==> config.mk <==
export PLATFORM = sky130hd
export DESIGN_NAME = multicycle_ctrl_flat
export DESIGN_NICKNAME = d
export VERILOG_FILES = /design/src/rtl/ctrl_pkg.sv /design/src/rtl/multicycle_ctrl_if.sv /design/src/rtl/alu_ctrl_dec.sv /design/src/rtl/multicycle_ctrl.sv /design/src/flat_wrapper.sv
export SDC_FILE = /design/constraint.sdc
export NUM_CORES = 1
export LEC_CHECK = 0
export BUFFER_PORTS_ARGS = -buffer_cell sky130_fd_sc_hd__buf_4
export CAP_MARGIN = 5
export CELL_PAD_IN_SITES_DETAIL_PLACEMENT = 1
export CELL_PAD_IN_SITES_GLOBAL_PLACEMENT = 2
export CORE_MARGIN = 1
export CORE_UTILIZATION = 28
export DETAILED_ROUTE_END_ITERATION = 6
export PLACE_DENSITY = 0.94
export SKIP_LAST_GASP = 1
export SLEW_MARGIN = 15
export SYNTH_ARGS = -nofsm -noshare
export SYNTH_HDL_FRONTEND = slang
export SYNTH_SLANG_ARGS = --single-unit
==> constraint.sdc <==
create_clock -name clk -period 3.66 [get_ports clk]
set_input_delay 0.183 -clock clk [delete_from_list [all_inputs] [get_ports clk]]
set_output_delay 0.183 -clock clk [all_outputs]
set_load 0.02 [all_outputs]
==> src/rtl/ctrl_pkg.sv <==
// ctrl_pkg: shared encodings for the RV32I multi-cycle control unit
package ctrl_pkg;
    typedef enum logic [2:0] {
        S_IDLE = 3'd0, S_IF = 3'd1, S_ID = 3'd2, S_EX = 3'd3,
        S_MEM = 3'd4, S_WB = 3'd5, S_HALT = 3'd6
    } state_t;
    localparam logic [3:0] ALU_ADD = 4'b0000, ALU_SUB = 4'b1000, ALU_SLL = 4'b0001,
                           ALU_SLT = 4'b0010, ALU_SLTU = 4'b0011, ALU_XOR = 4'b0100,
                           ALU_SRL = 4'b0101, ALU_SRA = 4'b1101, ALU_OR = 4'b0110,
                           ALU_AND = 4'b0111;
    localparam logic [6:0] OP_LUI = 7'b0110111, OP_AUIPC = 7'b0010111, OP_JAL = 7'b1101111,
                           OP_JALR = 7'b1100111, OP_BRANCH = 7'b1100011, OP_LOAD = 7'b0000011,
                           OP_STORE = 7'b0100011, OP_I = 7'b0010011, OP_R = 7'b0110011;
    localparam logic [1:0] PC_4 = 2'b00, PC_IMM = 2'b01, PC_JALR = 2'b10;
    localparam logic [1:0] WB_ALU = 2'b00, WB_MEM = 2'b01, WB_PC4 = 2'b10;
    localparam logic [1:0] A_RS1 = 2'b00, A_PC = 2'b01, A_ZERO = 2'b10;
    localparam logic [1:0] B_RS2 = 2'b00, B_IMM = 2'b01;
    localparam logic [2:0] EXT_I = 3'b000, EXT_U = 3'b001, EXT_S = 3'b010,
                           EXT_B = 3'b011, EXT_J = 3'b100;
endpackage

==> src/rtl/multicycle_ctrl_if.sv <==
// multicycle_ctrl_if: memory handshake, ALU flags and datapath controls
interface multicycle_ctrl_if;
    logic [31:0] instr;
    logic mem_ready, zero, less;
    logic imem_req, dmem_req, dmem_we, ir_we, pc_we, reg_we, illegal;
    logic [1:0] pc_src, wb_sel, alua_src, alub_src;
    logic [2:0] ext_op, state;
    logic [3:0] aluctr;
    modport master (
        input instr, mem_ready, zero, less,
        output imem_req, dmem_req, dmem_we, ir_we, pc_we, pc_src, reg_we, wb_sel,
               alua_src, alub_src, ext_op, aluctr, illegal, state
    );
    modport slave (
        output instr, mem_ready, zero, less,
        input imem_req, dmem_req, dmem_we, ir_we, pc_we, pc_src, reg_we, wb_sel,
              alua_src, alub_src, ext_op, aluctr, illegal, state
    );
endinterface

==> src/rtl/alu_ctrl_dec.sv <==
// alu_ctrl_dec: opcode/funct3/funct7[5] to 4-bit ALU operation code
module alu_ctrl_dec
    import ctrl_pkg::*;
(
    input  logic [6:0] opcode,
    input  logic [2:0] funct3,
    input  logic       funct7b5,
    output logic [3:0] aluctr
);
    // aluctr is {modifier, funct3} for OP/OP-IMM; OP-IMM never subtracts
    assign aluctr = opcode == OP_R      ? {funct7b5 & (funct3 == 3'b000 || funct3 == 3'b101), funct3} :
                    opcode == OP_I      ? {funct7b5 & (funct3 == 3'b101), funct3} :
                    opcode == OP_BRANCH ? (funct3[2:1] == 2'b00 ? ALU_SUB : funct3[1] ? ALU_SLTU : ALU_SLT) :
                    ALU_ADD;
endmodule

==> src/rtl/multicycle_ctrl.sv <==
// multicycle_ctrl: IF/ID/EX/MEM/WB sequencer with IR register and illegal-instruction halt
module multicycle_ctrl
    import ctrl_pkg::*;
(
    input logic clk,
    input logic rst,
    multicycle_ctrl_if.master bus
);
    state_t st;
    logic [31:0] ir;
    logic [6:0] op, f7;
    logic [2:0] f3;
    logic [3:0] alu;
    logic bad, taken, is_ld, is_st, is_br, is_jal, is_jalr, is_lui, is_auipc, unused_ir;
    assign op = ir[6:0];
    assign f3 = ir[14:12];
    assign f7 = ir[31:25];
    assign unused_ir = ^{ir[24:15], ir[11:7]};
    assign is_ld = op == OP_LOAD;
    assign is_st = op == OP_STORE;
    assign is_br = op == OP_BRANCH;
    assign is_jal = op == OP_JAL;
    assign is_jalr = op == OP_JALR;
    assign is_lui = op == OP_LUI;
    assign is_auipc = op == OP_AUIPC;
    assign taken = f3[2:1] == 2'b00 ? bus.zero ^ f3[0] : bus.less ^ f3[0];
    alu_ctrl_dec u_dec (.opcode(op), .funct3(f3), .funct7b5(f7[5]), .aluctr(alu));
    always_comb begin
        bad = 1'b0;
        case (op)
            OP_R:      bad = !(f7 == 7'h00 || (f7 == 7'h20 && (f3 == 3'b000 || f3 == 3'b101)));
            OP_I:      bad = (f3 == 3'b001 && f7 != 7'h00) || (f3 == 3'b101 && f7 != 7'h00 && f7 != 7'h20);
            OP_LOAD:   bad = f3 == 3'b011 || f3[2:1] == 2'b11;
            OP_STORE:  bad = f3 > 3'b010;
            OP_BRANCH: bad = f3[2:1] == 2'b01;
            OP_JALR:   bad = f3 != 3'b000;
            OP_LUI, OP_AUIPC, OP_JAL: bad = 1'b0;
            default:   bad = 1'b1;
        endcase
    end
    always_ff @(posedge clk or posedge rst) begin
        if (rst) begin
            st <= S_IDLE;
            ir <= 32'h0000_0013;
        end else begin
            case (st)
                S_IDLE: st <= S_IF;
                S_IF: if (bus.mem_ready) begin
                    ir <= bus.instr;
                    st <= S_ID;
                end
                S_ID:   st <= bad ? S_HALT : S_EX;
                S_EX:   st <= is_br ? S_IF : (is_ld || is_st) ? S_MEM : S_WB;
                S_MEM:  if (bus.mem_ready) st <= is_ld ? S_WB : S_IF;
                S_WB:   st <= S_IF;
                S_HALT: st <= S_HALT;
                default: st <= S_IDLE;
            endcase
        end
    end
    // outputs decode straight from state/IR so an async reset clears them at once
    always_comb begin
        bus.imem_req = 1'b0;
        bus.dmem_req = 1'b0;
        bus.dmem_we = 1'b0;
        bus.ir_we = 1'b0;
        bus.pc_we = 1'b0;
        bus.pc_src = PC_4;
        bus.reg_we = 1'b0;
        bus.wb_sel = WB_ALU;
        bus.alua_src = A_RS1;
        bus.alub_src = B_RS2;
        bus.ext_op = EXT_I;
        bus.aluctr = ALU_ADD;
        bus.illegal = 1'b0;
        bus.state = st;
        case (st)
            S_IF: begin
                bus.imem_req = 1'b1;
                bus.ir_we = bus.mem_ready;
            end
            S_EX: begin
                bus.aluctr = alu;
                bus.alua_src = is_lui ? A_ZERO : is_auipc ? A_PC : A_RS1;
                bus.alub_src = (op == OP_R || is_br) ? B_RS2 : B_IMM;
                bus.ext_op = (is_lui || is_auipc) ? EXT_U : is_st ? EXT_S : is_br ? EXT_B : is_jal ? EXT_J : EXT_I;
                bus.pc_we = is_br;
                bus.pc_src = (is_br && taken) ? PC_IMM : PC_4;
            end
            S_MEM: begin
                bus.dmem_req = 1'b1;
                bus.dmem_we = is_st;
                bus.pc_we = is_st && bus.mem_ready;
            end
            S_WB: begin
                bus.reg_we = 1'b1;
                bus.pc_we = 1'b1;
                bus.wb_sel = is_ld ? WB_MEM : (is_jal || is_jalr) ? WB_PC4 : WB_ALU;
                bus.pc_src = is_jal ? PC_IMM : is_jalr ? PC_JALR : PC_4;
            end
            S_HALT: bus.illegal = 1'b1;
            default: ;
        endcase
    end
endmodule

==> src/flat_wrapper.sv <==
// flat-port wrapper written by rule: the top's interface ports become plain ports
module multicycle_ctrl_flat import ctrl_pkg::*;
  (clk, rst, bus_instr, bus_mem_ready, bus_zero, bus_less, bus_imem_req, bus_dmem_req, bus_dmem_we, bus_ir_we, bus_pc_we, bus_pc_src, bus_reg_we, bus_wb_sel, bus_alua_src, bus_alub_src, bus_ext_op, bus_aluctr, bus_illegal, bus_state);
  multicycle_ctrl_if bus_i ();
  input logic clk;
  input logic rst;
  input wire logic [$bits(bus_i.instr)-1:0] bus_instr;
  input wire logic [$bits(bus_i.mem_ready)-1:0] bus_mem_ready;
  input wire logic [$bits(bus_i.zero)-1:0] bus_zero;
  input wire logic [$bits(bus_i.less)-1:0] bus_less;
  output wire logic [$bits(bus_i.imem_req)-1:0] bus_imem_req;
  output wire logic [$bits(bus_i.dmem_req)-1:0] bus_dmem_req;
  output wire logic [$bits(bus_i.dmem_we)-1:0] bus_dmem_we;
  output wire logic [$bits(bus_i.ir_we)-1:0] bus_ir_we;
  output wire logic [$bits(bus_i.pc_we)-1:0] bus_pc_we;
  output wire logic [$bits(bus_i.pc_src)-1:0] bus_pc_src;
  output wire logic [$bits(bus_i.reg_we)-1:0] bus_reg_we;
  output wire logic [$bits(bus_i.wb_sel)-1:0] bus_wb_sel;
  output wire logic [$bits(bus_i.alua_src)-1:0] bus_alua_src;
  output wire logic [$bits(bus_i.alub_src)-1:0] bus_alub_src;
  output wire logic [$bits(bus_i.ext_op)-1:0] bus_ext_op;
  output wire logic [$bits(bus_i.aluctr)-1:0] bus_aluctr;
  output wire logic [$bits(bus_i.illegal)-1:0] bus_illegal;
  output wire logic [$bits(bus_i.state)-1:0] bus_state;
  assign bus_i.instr = bus_instr;
  assign bus_i.mem_ready = bus_mem_ready;
  assign bus_i.zero = bus_zero;
  assign bus_i.less = bus_less;
  assign bus_imem_req = bus_i.imem_req;
  assign bus_dmem_req = bus_i.dmem_req;
  assign bus_dmem_we = bus_i.dmem_we;
  assign bus_ir_we = bus_i.ir_we;
  assign bus_pc_we = bus_i.pc_we;
  assign bus_pc_src = bus_i.pc_src;
  assign bus_reg_we = bus_i.reg_we;
  assign bus_wb_sel = bus_i.wb_sel;
  assign bus_alua_src = bus_i.alua_src;
  assign bus_alub_src = bus_i.alub_src;
  assign bus_ext_op = bus_i.ext_op;
  assign bus_aluctr = bus_i.aluctr;
  assign bus_illegal = bus_i.illegal;
  assign bus_state = bus_i.state;
  multicycle_ctrl u_core (.clk(clk), .rst(rst), .bus(bus_i));
endmodule
## Word level (Yosys, flattened, before mapping)

Cells that the tools add are included.

| storage, ports and cells | value |
|---|---|
| flip-flop bits (word level) | 35 |
| input port bits | 37 |
| output and inout bits | 25 |
| logic and storage cells | 95 |

| operators by class | value |
|---|---|
| magnitude comparators | 1 |
| equality and inequality tests | 24 |
| muxes and demuxes | 39 |
| bitwise logic cells | 4 |
| reductions and logical operators | 25 |

Operators by type and width:

| kind | number |
|---|---|
| two-way mux 3 bit | 10 |
| == test 7 x 6 -> 1 bit (second input constant) | 4 |
| == test 7 bit (second input constant) | 3 |
| two-way mux 4 bit | 5 |
| one-hot mux 3 bit (6 select lines) | 1 |
| two-way mux 2 bit | 8 |
| == test 7 x 5 -> 1 bit (second input constant) | 2 |
| == test 3 bit (second input constant) | 4 |
| two-way mux 1 bit | 12 |
| == test 3 x 2 -> 1 bit (second input constant) | 3 |
| logical OR 1 bit | 8 |
| == test 7 x 2 -> 1 bit (second input constant) | 1 |
| logical NOT 7 bit | 1 |
| != test 7 x 6 -> 1 bit (second input constant) | 1 |
| one-hot mux 1 bit (7 select lines) | 1 |
| nonzero test 7 bit | 1 |
| == test 3 x 1 -> 1 bit (second input constant) | 2 |
| logical AND 1 bit | 6 |
| logical NOT 3 bit | 2 |
| != test 2 bit (second input constant) | 2 |
| one-hot mux 2 bit (2 select lines) | 1 |
| AND reduction 2 bit | 2 |
| greater-than comparator 3 x 2 -> 1 bit (second input constant) | 1 |
| one-hot mux 1 bit (3 select lines) | 1 |
| 9 further kinds | 11 |

## Depth between registers and ports, before layout

| logic depth | value |
|---|---|
| depth in word-level cells | 8 |
| depth in mapped cells | 7 |
| depth with buffers taken out | 5 |

## Hierarchy

A second synthesis with hierarchy kept.

| second synthesis, totals | value |
|---|---|
| cells, all modules | 151 |
| area total of the unflattened synthesis | 1391.3 µm² |

Modules (own cells, without submodules):

| module | instances | cells each | area an instance (µm²) | sequential area each (µm²) |
|---|---|---|---|---|
| multicycle_ctrl | 1 | 132 | 1270.0 | 504.2 |
| alu_ctrl_dec | 1 | 19 | 121.4 | 0.0 |

## Worst setup path before layout

Ideal clock, no wire load.

| timing | value |
|---|---|
| kind | register to output |
| start point | register u_core.ir[1] |
| end point | output port bus_alua_src[0] |
| arrival time | 1695 ps |
| data required time | 3477 ps |
| path slack | 1782 ps |
| stages on the path, launching flop included | 4 |
| buffers on the path | 0 |
| path through | dfstp_2 > nand3_1 > or4b_1 > nor3_1 |

| between the ends | value |
|---|---|
| word-level cells in the longest chain between the ends | 4 |
| elaborated cells on any way between the ends | 5 |
| classes of those cells | eq/ne: 2; mux: 3 |

Ends and longest elaborated chain:

| what | RTL line | text |
|---|---|---|
| start, declared | multicycle_ctrl.sv:10 | `logic [31:0] ir;` |
| start signal, assigned | multicycle_ctrl.sv:49 | `ir <= bus.instr;` |
| == test 7 x 5 -> 1 bit | multicycle_ctrl.sv:25 | `assign is_auipc = op == OP_AUIPC;` |
| two-way mux 1 bit | multicycle_ctrl.sv:84 | `bus.alua_src = is_lui ? A_ZERO : is_auipc ? A_PC : A_RS1;` |
| two-way mux 2 bit (*) | multicycle_ctrl.sv:84 |  |
| two-way mux 2 bit (*) | multicycle_ctrl.sv:77 | `case (st)` |
| end, declared | flat_wrapper.sv:19 | `output wire logic [$bits(bus_i.alua_src)-1:0] bus_alua_src;` |

Mark *: on every way between the ends. The rest lies on a longest branch, timed or not.

## Worst setup path after layout

| timing | value |
|---|---|
| start point | register u_core.ir[5] |
| end point | output port bus_aluctr[1] |

| between the ends | value |
|---|---|
| word-level cells in the longest chain between the ends | 5 |
| elaborated cells on any way between the ends | 7 |
| classes of those cells | eq/ne: 3; mux: 4 |

Ends and longest elaborated chain:

| what | RTL line | text |
|---|---|---|
| == test 7 bit | alu_ctrl_dec.sv:13 | `opcode == OP_BRANCH ? (funct3[2:1] == 2'b00 ? ALU_SUB : funct3[1] ? ALU_SLTU : ALU_SLT) :` |
| two-way mux 4 bit | alu_ctrl_dec.sv:13 |  |
| two-way mux 4 bit | alu_ctrl_dec.sv:12 | `opcode == OP_I ? {funct7b5 & (funct3 == 3'b101), funct3} :` |
| two-way mux 4 bit (*) | alu_ctrl_dec.sv:11 | `assign aluctr = opcode == OP_R ? {funct7b5 & (funct3 == 3'b000 \|\| funct3 == 3'b101), funct3} :` |
| two-way mux 4 bit (*) | multicycle_ctrl.sv:77 |  |
| end, declared | flat_wrapper.sv:22 | `output wire logic [$bits(bus_i.aluctr)-1:0] bus_aluctr;` |

Marked as above.

==> flow_metrics.tcl <==
set metrics [dict create \
    n_fill_cell 520 \
    port_buffers 45 \
    endpoint_kind "output port" \
    nets 211 \
    syn-instance-count 134 \
    std_cell_rows 24 \
    skew_ns 0.00504 \
    fin_crit_ns 2.20 \
    route.detailed.drc 7 \
    cts-root-buf "clkbuf_8" \
    dpl.cell_count 221 \
    post_cts_buffers 0 \
    dpl.hpwl_um 2650 \
    power_density_mw_per_mm2 758 \
    htreeDepth 1 \
    via_per_inst 5.17 \
    critPathKind "reg -> out" \
    synth_top_area_cell "dfrtp_1" \
    synthArstFlopShare_pct 100 \
    cts.sinks 20 \
    worst_skew_pair.late_latency_ns 0.26 \
    vdd_ir_drop_max_v 0.000215 \
    ys_top_cells_by_area "dfrtp_1 (32%), mux2_4 (13%), dfstp_2 (5.9%), buf_6 (3.4%), nand2_1 (2.8%)" \
    grt_setup_unrepaired "no" \
    worstPathArrival_ns 2.02 \
    ioPinCount 62 \
    core_mm2 0.00447 \
    finalCritPeriodShare_pct 60.2 \
    layout-drive-gt1-share_pct 42.8 \
    start_kind "flop" \
    maxSlewViolCount 0 \
    die_x_um 71.1 \
    drv_cap 0 \
    ys_ff_latch 20 \
    tightestPinTransition_ns 0.794 \
    p_leak_nw 0.769 \
    grt_max_degree 23 \
    cts-hold-fix-buffers 0 \
    wirelength_um 3510 \
    grt_pass1_wl_um 5710 \
    synth_seq_area_share_pct 37.8 \
    dr.pass1.iters 6 \
    slew_headroom_pct 47.0 \
    seqPwrFrac_pct 40.8 \
    clk_pin_slew_ns 0.08 \
    seq_area_um2 504 \
    clock_path_buffers 2 \
    switchingPower_w 0.000546 \
    drtIter0Drc 62 \
    syn2layout_area_growth_pct 28.1 \
    syn-num-nets 171 \
    synth_area_per_cell_um2 9.96 \
    p_comb_share_pct 47.6 \
    setup_viol 0 \
    max_freq_ghz 0.454 \
    antenna_found_initial 0 \
    yosys_warnings 0 \
    ys.flop_type "dfrtp_1" \
    synth_common_cells "dfrtp_1 (17), mux2_4 (12), nand2_1 (10)" \
    dieArea_mm2 0.00505 \
    p_sw_share_pct 42.1 \
    final_cells 225 \
    grt_usage_pct 14.6 \
    finalSetupTns_ns 0 \
    globalRoute.totalOverflow 0 \
    initial_core_util_pct 29.8 \
    violations "design-rule violations" \
    p_int_w 0.000751 \
    cts_resized 0 \
    post-synth-top-count-cell "dfrtp_1" \
    gp_congestion 0.744 \
    ant_nets 0 \
    vias 1163 \
    fp.dieH_um 71.1 \
    cts_tree "built" \
    n_antenna_cell 0 \
    min_path_type "in -> async" \
    hold_violations 0 \
    p_clk_share_pct 11.6 \
    syn_area_mm2 0.00134 \
    synth_top_area_share_pct 31.9 \
    crit_required_ns 3.48 \
    outcome "complete, but fails checks" \
    multi_input_area_um2 721 \
    cts_buffers 3 \
    grt_pass1_vias 1147 \
    wl_per_cell_um 15.6 \
    yosysUniqueCellTypes 49 \
    critPathMaxFanout 8 \
    synth-edff-count 0 \
]
==> critical path, stage by stage, from the launching register on <==
cell and delay [ns]:
dfrtp_1 0.55, nand3b_2 0.22, nor2_1 0.47, o21ai_0 0.18, a21oi_1 0.17, buf_4 0.17
==> cell usage in the layout, fill, tap and decap left out, drive strengths merged, types with 2 or more instances in the layout <==
cell,netlist,final
nor3,7,7
o22ai,2,2
a32oi,2,2
dfrtp,17,17
nand2b,2,2
nand2,10,10
nor2,9,9
clkbuf,3,4
o21ai,7,7
nor4,6,6
or2,3,3
dfstp,3,3
inv,8,8
buf,8,46
a21oi,3,3
nand3,3,3
and3,3,3
mux2,14,14
==> state kept, by name, summed over array words and instances, names as in the netlist <==
register          count
u_core.bus.state      3
u_core.ir            17
==> power groups by stage <==
stage,Combinational (W),Clock [W],Sequential (W)
floorplan,0.000558,0,0.000439
global placement,0.000604,0,0.000524
detailed placement,0.000620,0,0.000530
CTS,0.000623,0.000156,0.000526
global route,0.000671,0.000165,0.000549
finish,0.000617,0.000150,0.000529
==> metal layers <==
layer	wire length [um]	global-route usage [%]	part of all wire [%]	vias up
met3	182	3.42	5.2	0
li1	-	-	-	561
met2	1680	23.8	48	40
met4	0	3.56	0	0
met5	0	0	0	-
met1	1650	19.5	47	562
==> final cells by class <==
| cell class | instances | share of cell area, % |
|---|---|---|
| multi-input cells | 95 | 42.1 |
| well taps | 52 | 3.80 |
| flip-flops and latches | 20 | 29.5 |
| inverters | 8 | 1.76 |
| clock buffers | 4 | 2.63 |
| repair buffers | 46 | 20.2 |
==> stage by stage <==
stage / hold slack, ns / worst slack (ns) / area (um2) / utilization, % / total power (W)
floorplan: 0.145 / 1.78 / 1340 / - / 0.000997
global placement: 0.371 / 1.76 / 1670 / 37.2 / 0.00113
detailed placement: 0.395 / 1.76 / 1670 / 37.2 / 0.00115
CTS: 0.113 / 1.46 / 1710 / 38.2 / 0.00130
global route: 0.123 / 1.22 / 1710 / 38.2 / 0.00139
finish: 0.0760 / 1.46 / 1710 / 38.2 / 0.00130
==> final timing paths <==
path	slack, ns	cells past startpoint	end	from
min in group clk	0.12	3	u_core.ir[14]	bus_instr[14]
worst min register to register	0.52	1	u_core.ir[26]	u_core.ir[26]
worst max register to register	1.87	5	u_core.bus.state[0]	u_core.ir[5]
max in group asynchronous	3.09	2	u_core.ir[31]	rst
worst max-delay path	1.46	5	bus_aluctr[1]	u_core.ir[5]
worst min-delay path	0.08	2	u_core.ir[30]	rst
==> cell families (layout without fill, tap and decap cells) <==
kind of cell / Yosys count / after routing / synth area share (%)
compound gates: 25 / 25 / 13.3
mux: 15 / 15 / 15.9
xor+xnor: 2 / 2 / 1.31
other cells: 1 / 1 / 0.281
buf+inv: 19 / 58 / 8.25
simple gates: 52 / 52 / 23.2
flops: 20 / 20 / 37.8
(Power assumes the default switching activity.)
